## config.mk

```make
export PLATFORM = sky130hd
export DESIGN_NAME = ps2_key_sequencer
export DESIGN_NICKNAME = d
export VERILOG_FILES = /design/src/rtl/ps2_key_sequencer.sv
export SDC_FILE = /design/constraint.sdc
export NUM_CORES = 1
export LEC_CHECK = 0
export ABC_CLOCK_PERIOD_IN_PS = 1900
export BUFFER_PORTS_ARGS = -buffer_cell sky130_fd_sc_hd__buf_2
export CAP_MARGIN = 40
export CORE_ASPECT_RATIO = 1.75
export CORE_MARGIN = 2
export CORE_UTILIZATION = 53
export DETAILED_ROUTE_END_ITERATION = 12
export PLACE_DENSITY_LB_ADDON = 0.08
export RECOVER_POWER = 100
export SYNTH_ARGS = -nofsm -noshare
export SYNTH_HDL_FRONTEND = slang
export SYNTH_SLANG_ARGS = --single-unit
```

## constraint.sdc

```tcl
create_clock -name clk -period 1.9 [get_ports clk]
set_clock_uncertainty 0.15 [all_clocks]
set_input_delay 0.38 -clock clk [delete_from_list [all_inputs] [get_ports clk]]
set_output_delay 0.38 -clock clk [all_outputs]
set_load 0.02 [all_outputs]
```

## src/rtl/ps2_key_sequencer.sv

```systemverilog
// ps2_key_sequencer: PS/2 keyboard receiver that filters the clock, frames bytes and
// folds E0/F0 prefixes into buffered key events with ready/valid handoff.
module ps2_key_sequencer #(
  parameter int FILTER_LEN  = 4,
  parameter int TIMEOUT_CYC = 10000
) (
  input  logic       clk,
  input  logic       rst_n,
  input  logic       PS2Clk,
  input  logic       PS2Data,
  output logic       key_valid,
  input  logic       key_ready,
  output logic [7:0] key_code,
  output logic       key_ext,
  output logic       key_brk,
  output logic       frame_err,
  output logic       overflow
);
  localparam logic [1:0] IDLE = 2'd0, DATA = 2'd1, PARITY = 2'd2, STOP = 2'd3;
  localparam int FW = $clog2(FILTER_LEN + 1);
  localparam int TW = $clog2(TIMEOUT_CYC + 1);
  logic [1:0] c_sync, d_sync, state;
  logic filt, filt_d, par_ok, ext_pend, brk_pend;
  logic [FW-1:0] f_cnt;
  logic [TW-1:0] to_cnt;
  logic [2:0] bit_cnt;
  logic [7:0] shreg;
  logic din, strobe, tmo, start_err, stop_end, byte_ok, err, evt;
  assign din       = d_sync[1];
  assign strobe    = filt_d & ~filt;
  assign tmo       = state != IDLE && !strobe && to_cnt == TW'(TIMEOUT_CYC - 1);
  assign start_err = strobe && state == IDLE && din;
  assign stop_end  = strobe && state == STOP;
  assign byte_ok   = stop_end && par_ok && din;
  assign err       = start_err || tmo || (stop_end && !byte_ok);
  assign evt       = byte_ok && shreg != 8'hE0 && shreg != 8'hF0;
  // The filtered level flips only once the new level has been seen FILTER_LEN times in a row
  always_ff @(posedge clk or negedge rst_n)
    if (!rst_n) begin
      c_sync <= 2'b11;
      d_sync <= 2'b11;
      filt   <= 1'b1;
      filt_d <= 1'b1;
      f_cnt  <= '0;
    end else begin
      c_sync <= {c_sync[0], PS2Clk};
      d_sync <= {d_sync[0], PS2Data};
      filt_d <= filt;
      f_cnt  <= (c_sync[1] == filt || f_cnt == FW'(FILTER_LEN - 1)) ? '0 : f_cnt + 1'b1;
      if (c_sync[1] != filt && f_cnt == FW'(FILTER_LEN - 1)) filt <= c_sync[1];
    end
  always_ff @(posedge clk or negedge rst_n)
    if (!rst_n) begin
      state   <= IDLE;
      bit_cnt <= '0;
      shreg   <= '0;
      par_ok  <= 1'b0;
      to_cnt  <= '0;
    end else begin
      to_cnt <= (state == IDLE || strobe || tmo) ? '0 : to_cnt + 1'b1;
      if (tmo) state <= IDLE;
      else if (strobe)
        case (state)
          IDLE: begin
            state   <= din ? IDLE : DATA;
            bit_cnt <= '0;
          end
          DATA: begin
            shreg   <= {din, shreg[7:1]};
            bit_cnt <= bit_cnt + 1'b1;
            state   <= bit_cnt == 3'd7 ? PARITY : DATA;
          end
          PARITY: begin
            par_ok <= ^{shreg, din};
            state  <= STOP;
          end
          default: state <= IDLE;
        endcase
    end
  always_ff @(posedge clk or negedge rst_n)
    if (!rst_n) begin
      ext_pend  <= 1'b0;
      brk_pend  <= 1'b0;
      key_valid <= 1'b0;
      key_code  <= '0;
      key_ext   <= 1'b0;
      key_brk   <= 1'b0;
      frame_err <= 1'b0;
      overflow  <= 1'b0;
    end else begin
      frame_err <= err;
      overflow  <= evt && key_valid && !key_ready;
      if (err) begin
        ext_pend <= 1'b0;
        brk_pend <= 1'b0;
      end else if (byte_ok) begin
        ext_pend <= shreg == 8'hE0 ? 1'b1 : shreg == 8'hF0 ? ext_pend : 1'b0;
        brk_pend <= shreg == 8'hF0 ? 1'b1 : shreg == 8'hE0 ? brk_pend : 1'b0;
      end
      if (evt && (!key_valid || key_ready)) begin
        key_valid <= 1'b1;
        key_code  <= shreg;
        key_ext   <= ext_pend;
        key_brk   <= brk_pend;
      end else if (key_ready) key_valid <= 1'b0;
    end
endmodule

```

==> summary.md, run 1 <==
| Metric | Value |
|---|---|
| Post-DP HPWL | `~3100 um` |
| Synth cell types | `36` |
| Post-synth EDFFs | `0` |
| CP Launch Type | `flip-flop` |
| #FFs+latches synth | `52` |
| Root buffer cell | `clkbuf_8` |
| Crit path max fanout | `4` |
| Clock Sinks | `52` |
| # IOs | `18` |
| Clock Power Share | `0.208` |
| Sequential power share | `0.462` |
| Clock buffer depth | `2` |
| GRT Residual Overflow | `0` |
| # Max-Cap Violations | `0` |
| Measured slew at the worst slew-check pin | `between 1000 and 1500 ps` |
| Area leader, netlist | `dfrtp_1` |
| Initial Utilization | `0.554` |
| Critical path required time | `1940 ps` |
| CP startpoint | `to_cnt[11]` |
| RR Startpoint | `to_cnt[11]` |
| Fraction of registers with async set or reset after synthesis | `1.00` |
| Num CTS Buffers | `5` |
| Fillers | `~330` |
| Max VDD drop | `roughly 0.69 mV` |
| Fin crit share | `1.00` |
| Skew-Pair Late Insertion Delay | `300 ps` |
| Core area | `about 4200 um^2` |
| CTS tree | `done` |
| Hold_sp | `PS2Clk` |
| Synth top area cells | `dfrtp_1, mux2_2, dfstp_2, xnor2_1, nor2_1` |
| Die area | `roughly 4900 um^2` |
| Area occupied by multi-input gates | `roughly 950 um^2` |
| Slew Limit Fails | `0` |
| Die H | `just over 90 um` |
| Max H-tree Level | `2` |
| Max-slew headroom | `0.297` |
| Largest net degree at the start of global routing | `35` |
| Register area share after synthesis | `0.569` |
| Tmin final | `roughly 1900 ps` |
| Top_reg_cell synth | `dfrtp_1` |
| Via count | `1501` |
| PwrDens | `1130 nW/um^2` |
| Sw Share | `0.309` |
| Post-synthesis cell count | `190` |
| First-pass GRT wire length | `7260 um` |
| Final-report hold violation count | `0` |
| Area of the mapped netlist | `around 2300 um^2` |
| CP max stage cell | `or4b_1` |
| Hold WC Path Type | `primary input to flip-flop` |
| GP Congestion | `around 0.73` |
| Detail Route Antenna Nets | `0` |
| Initial antenna violation count | `0` |
| CP Capture Type | `flip-flop` |
| P&R area growth vs syn | `18.3%` |
| Share of cells above drive strength 1 | `0.298` |
| Vias in the first global route | `1626` |
| Reg area | `around 1300 um^2` |
| Syn_nets | `200` |
| Fin cells | `287` |
| Hold_ws | `around 22 ps` |
| Number of I/O port buffers | `17` |
| Syn. warnings | `0` |
| Routed length per placed instance | `between 15 and 20 um` |
| Clk pin slew, worst setup/hold paths | `roughly 90 ps` |
| Power, Total | `approximately 3000 uW` |
| Final nets | `roughly 250` |
| Drt first pass iters | `4` |
| # diodes | `0` |
| Critical path cell sequence | `or4b_1 -> or4_4 -> o22ai_4 -> nor3_1` |
| Max stage delay on crit path | `approximately 500 ps` |
| DRC viols | `0` |
| Net Sw Power | `~950 uW` |
| Final setup fails | `0` |
| Drt total wl | `4350 um` |
| Combinational share of power | `0.330` |
| GRT Util Overall | `0.205` |
| Placed cell count | `about 280` |
| Die W | `around 54 um` |
| Mapped Avg Cell Area | `~12 um^2` |
| Row count | `31` |
| Internal power | `around 2100 uW` |
| Leak | `0.00127 uW` |
| Unrepaired setup endpoints after global routing | `yes` |
| Worst setup path category | `flip-flop to flip-flop` |
| Max Clk Rate | `about 530 MHz` |
| Top-area cell type share of the netlist area | `0.501` |
| Initial DRC Count | `24` |
| Critical Path AT | `1940 ps` |
| Status | `finished clean` |
| Vias per Instance | `5.23` |
-- state kept, by name, summed over array words and instances, names as in the netlist --
| name | cells |
|---|---|
| f_cnt | 3 |
| key_code | 8 |
| shreg | 8 |
| frame_err | 1 |
| d_sync | 2 |
| state | 2 |
| ext_pend | 1 |
| filt | 1 |
| brk_pend | 1 |
| filt_d | 1 |
| to_cnt | 14 |
| overflow | 1 |
| key_brk | 1 |
| bit_cnt | 3 |
| key_valid | 1 |
| c_sync | 2 |
| par_ok | 1 |
| key_ext | 1 |
-- cell usage after synthesis, types with 2 or more instances --
cell type and number:
buf_2 2, nor3_1 8, nand2_1 12, nor3b_1 3, dfrtp_1 46, xnor2_1 13
a21oi_1 4, nor2_1 21, nand2b_1 2, xor2_1 6, nand4_1 4, mux2_2 19
dfstp_2 6, inv_1 7, ha_1 5, nand3_1 7, o21ai_0 6
-- metal layers --
layer | part of all wire | GRT usage | wire (um)
met2 | 0.60 | 0.388 | 2620
met5 | 0 | 0 | 0
met4 | 0.016 | 0.0833 | 70
met3 | 0.025 | 0.0345 | 109
met1 | 0.36 | 0.202 | 1550
-- cell families (layout without fill, tap and decap cells) --
group | count (synthesis) | after routing | share of synthesized area
AND/OR/NAND/NOR | 70 | 71 | 0.162
flip-flops | 52 | 52 | 0.569
XOR/XNOR | 20 | 20 | 0.0822
multiplexers | 19 | 19 | 0.0930
AO/OA/AOI/OAI | 12 | 12 | 0.0332
buffers and inverters | 12 | 59 | 0.0332
adder cells (fa/ha/maj) | 5 | 5 | 0.0272
-- cell usage in the layout (no fill, tap or decap), drive strengths merged --
master       instances
nor3                 9
or3                  1
and2                 1
nor2b                1
or4                  2
mux2                19
nand2               12
buf                 26
or2b                 1
clkbuf              24
nor4                 1
a21oi                4
xor2                 6
xnor2               13
clkinvlp             1
nand2b               3
ha                   5
nor3b                3
nor2                21
nand3                9
dfrtp               46
a31oi                1
and4                 1
xnor3                1
nand4                4
dfstp                6
o22ai                1
nand4b               1
dlygate4sd3          1
or4b                 1
o21ai                6
inv                  7
-- worst paths after layout --
check	end	slack [ps]	cells past startpoint
max	ext_pend	0.3	4
min	c_sync[0]	20	1
max reg2reg	ext_pend	0.3	4
min reg2reg	d_sync[1]	200	0
max in group asynchronous	c_sync[1]	130	3
min in group asynchronous	shreg[6]	630	2
-- power groups by stage --
stage                     logic, uW  registers [uW]  clock network (uW)
final                          1010            1420                 638
after global routing           1140            1450                 715
after global placement          941            1430                   0
after detailed placement        979            1440                   0
after CTS                      1030            1420                 663
after floorplan                 709            1430                   0
-- through the flow --
stage | setup WS (ps) | cell area (um^2) | setup TNS, ps | utilization
2_1_floorplan | -20.7 | 2300 | -207 | -
3_3_place_gp | -19.1 | 2590 | -199 | 0.624
3_5_place_dp | -125 | 2590 | -1360 | 0.624
4_1_cts | -19.0 | 2760 | -35.6 | 0.664
5_1_grt | -65.7 | 2720 | -1160 | 0.656
6_report | 0.322 | 2720 | 0 | 0.656
-- worst max-delay path, delay by kind of cell, from the launching register on --
| family | cells | cell delay [ps] |
|---|---|---|
| AOI/OAI and AO/OA | 1 | 200 |
| DFF | 1 | 380 |
| and+or+nand+nor | 3 | 1060 |
-- cell type report --
| cell class | count | share of cell area |
|---|---|---|
| timing repair buffer | 44 | 0.102 |
| multi-input combinational | 127 | 0.350 |
| clock inverter | 1 | 0.00276 |
| sequential | 52 | 0.481 |
| inverter | 7 | 0.00966 |
| clock buffer | 7 | 0.0317 |
| tap | 49 | 0.0225 |
-- timing repair --
item	4_1_cts	5_1_grt
hold buffers	1	0
hold endpoints to repair	16	0
buffers inserted	1	0
pin swaps	1	3
resized for setup	8	4
setup endpoints to repair	20	32
cloned	2	0
(Power assumes the default switching activity.)
==> run 2: changes to the inputs <==
- PLACE_DENSITY: not set -> 0.78
- PLACE_DENSITY_LB_ADDON: 0.08 -> not set
==> run 2 against run 1 <==
  * Maximum frequency fell by 1.6%
  * Worst hold slack barely moved
  * Final cell count fell by 0.35%
  * Highest routed layer unchanged
  * Flip-flop and latch count did not move
  * Combinational power barely moved
  * Sequential power barely moved
  * Critical path depth did not move
  * Design area rose by 0.83%
  * Sequential share of layout area fell by 0.44 points
  * First-iteration DRC count rose by 25%
  * Clock-buffer cell count did not move
  * The run now ends with setup timing left
  * Critical path type unchanged
  * Largest cell class unchanged
  * Worst setup slack got worse by 30 ps
==> summary.md, run 2 (synthesis results as in run 1) <==
| Metric | Value |
|---|---|
| Leak | `0.00128 uW (+1.1%)` |
| Share of cells above drive strength 1 | `0.283 (-0.0156)` |
| Slew Limit Fails | `0 (unchanged)` |
| Fin crit share | `1.02 (+0.0160)` |
| Fin cells | `286 (-0.35%)` |
| Critical path required time | `1940 ps (about the same)` |
| Vias in the first global route | `1501 (-7.7%)` |
| Most common cell after layout, fill and taps aside | `dfrtp_1` |
| Largest net degree at the start of global routing | `21 (-40%)` |
| Placed cell count | `276 (+0.36%)` |
| Unrepaired setup endpoints after global routing | `yes` |
| Sw Share | `0.288 (-0.0209)` |
| Drt first pass iters | `4 (unchanged)` |
| Row count | `31 (unchanged)` |
| Post-CTS setup buffer count | `0 (-1)` |
| Clk pin slew, worst setup/hold paths | `90 ps (about the same)` |
| Die area | `4900 um^2 (unchanged)` |
| Largest registers | `to_cnt (14), key_code (8), shreg (8)` |
| Max H-tree Level | `2 (unchanged)` |
| Initial antenna violation count | `0 (unchanged)` |
| Hold_ws | `21.7 ps (-0.238 ps)` |
| Final nets | `246 (-0.40%)` |
| Die H | `91.1 um (unchanged)` |
| Status | `finished, violations left` |
| Post-DP HPWL | `2810 um (-10%)` |
| GRT Util Overall | `0.185 (-0.0206)` |
| Sequential power share | `0.437 (-0.025)` |
| Setup TNS | `-62.8 ps (-62.8 ps)` |
| Initial Utilization | `0.554 (unchanged)` |
| P&R area growth vs syn | `19.3%` |
| # diodes | `0 (unchanged)` |
| GRT Residual Overflow | `0 (unchanged)` |
| Vias per Instance | `5.29 (+1.2%)` |
| Reg area | `1310 um^2 (about the same)` |
| Tmin final | `1930 ps (+30.5 ps)` |
| Detail Route Antenna Nets | `0 (unchanged)` |
| Routed length per placed instance | `14.0 um (-7.3%)` |
| Initial DRC Count | `30 (+25%)` |
| Area occupied by multi-input gates | `938 um^2 (-1.6%)` |
| Combinational share of power | `0.312 (-0.018)` |
| GP Congestion | `0.768 (+5.8%)` |
| Failing checks | `setup timing` |
| CTS tree | `done` |
| Most frequent cells in the layout | `dfrtp_1, nor2_1, buf_4, mux2_2, clkbuf_1` |
| Max VDD drop | `1.15 mV (+66%)` |
| Net Sw Power | `923 uW (-2.6%)` |
| Biggest register | `to_cnt` |
| RR Startpoint | `to_cnt[11]` |
| Critical Path AT | `1970 ps (+30 ps)` |
| Clock Sinks | `52 (unchanged)` |
| Clock buffer depth | `2 (unchanged)` |
| Skew-Pair Late Insertion Delay | `300 ps (about the same)` |
| Internal power | `2280 uW (+7.6%)` |
| Clock Power Share | `0.251 (+0.043)` |
| Root buffer cell | `clkbuf_8` |
| Measured slew at the worst slew-check pin | `1030 ps (-27.4 ps)` |
| Hold_sp | `PS2Data` |
| Post-route setup slack | `-30.2 ps (-30.5 ps)` |
| Pre-CTS setup slack | `-61.7 ps (+63.8 ps)` |
| # IOs | `18 (unchanged)` |
| CP startpoint | `to_cnt[11]` |
| CP Capture Type | `flip-flop` |
| PwrDens | `1170 nW/um^2 (+3.6%)` |
| # Max-Cap Violations | `0 (unchanged)` |
| DRC viols | `0 (unchanged)` |
| Num CTS Buffers | `5 (unchanged)` |
| Final-report hold violation count | `0 (unchanged)` |
| Core area | `4150 um^2 (unchanged)` |
| Fillers | `311 (-5.5%)` |
| Number of I/O port buffers | `17 (unchanged)` |
| Hold WC Path Type | `primary input to flip-flop` |
| CP Launch Type | `flip-flop` |
| Max-slew headroom | `0.315 (+0.0183)` |
| Via count | `1513 (+0.80%)` |
| Power, Total | `3210 uW (+4.4%)` |
| Final setup fails | `3 (+3)` |
| Worst setup path category | `flip-flop to flip-flop` |
| First-pass GRT wire length | `6620 um (-8.8%)` |
| Max Clk Rate | `518 MHz (-1.6%)` |
| Die W | `53.8 um (unchanged)` |
| Max reg flops | `14 (unchanged)` |
| Crit path max fanout | `4 (unchanged)` |
| Drt total wl | `4020 um (-7.6%)` |
run 2: what timing repair did:
action | in CTS | in global routing
pin swaps | 10 | 2
hold buffers | 1 | 0
setup endpoints to repair | 26 | 25
endpoints found under the hold margin | 14 | 0
gates resized for setup | 4 | 1
cloned | 0 | 1
run 2: area by class of cell:
class,count,area share
multi-input cells,127,0.342
clock buffers,7,0.0351
flip-flops and latches,52,0.477
well taps,49,0.0223
clock inverters,1,0.0109
repair buffers,43,0.103
inverters,7,0.00958
run 2: power by group through the flow:
stage | logic (uW) | registers (uW) | clock network [uW]
3_5_place_dp | 1000 | 1420 | 0
4_1_cts | 1030 | 1400 | 828
3_3_place_gp | 978 | 1420 | 0
6_report | 1000 | 1400 | 806
5_1_grt | 1120 | 1420 | 869
2_1_floorplan | 709 | 1430 | 0
run 2: worst max-delay path: stages (launching register included):
cell and delay [ps]:
dfrtp_1 380, or4b_1 520, or4_4 490, o22ai_4 200, nor3_1 80
run 2: final timing paths:
path / slack, ps / end / cells past startpoint
setup / recovery: -30 / brk_pend / 4
hold / removal: 20 / d_sync[0] / 1
setup reg to reg: -30 / brk_pend / 4
hold reg to reg: 210 / c_sync[1] / 0
max in group asynchronous: 170 / to_cnt[2] / 3
min in group asynchronous: 620 / shreg[6] / 2
run 2: metal layers:
| layer | share of wire | track usage | wire [um] | vias to the layer above |
|---|---|---|---|---|
| li1 | - | - | - | 740 |
| met1 | 0.38 | 0.197 | 1510 | 742 |
| met2 | 0.58 | 0.335 | 2320 | 25 |
| met3 | 0.028 | 0.0345 | 112 | 6 |
| met4 | 0.016 | 0.0705 | 66 | 0 |
| met5 | 0 | 0 | 0 | - |
run 2: per-stage QoR:
step / area (um^2) / utilization
after floorplan: 2300 / -
after global placement: 2610 / 0.629
after detailed placement: 2610 / 0.629
after CTS: 2770 / 0.667
after global routing: 2740 / 0.661
final: 2740 / 0.661
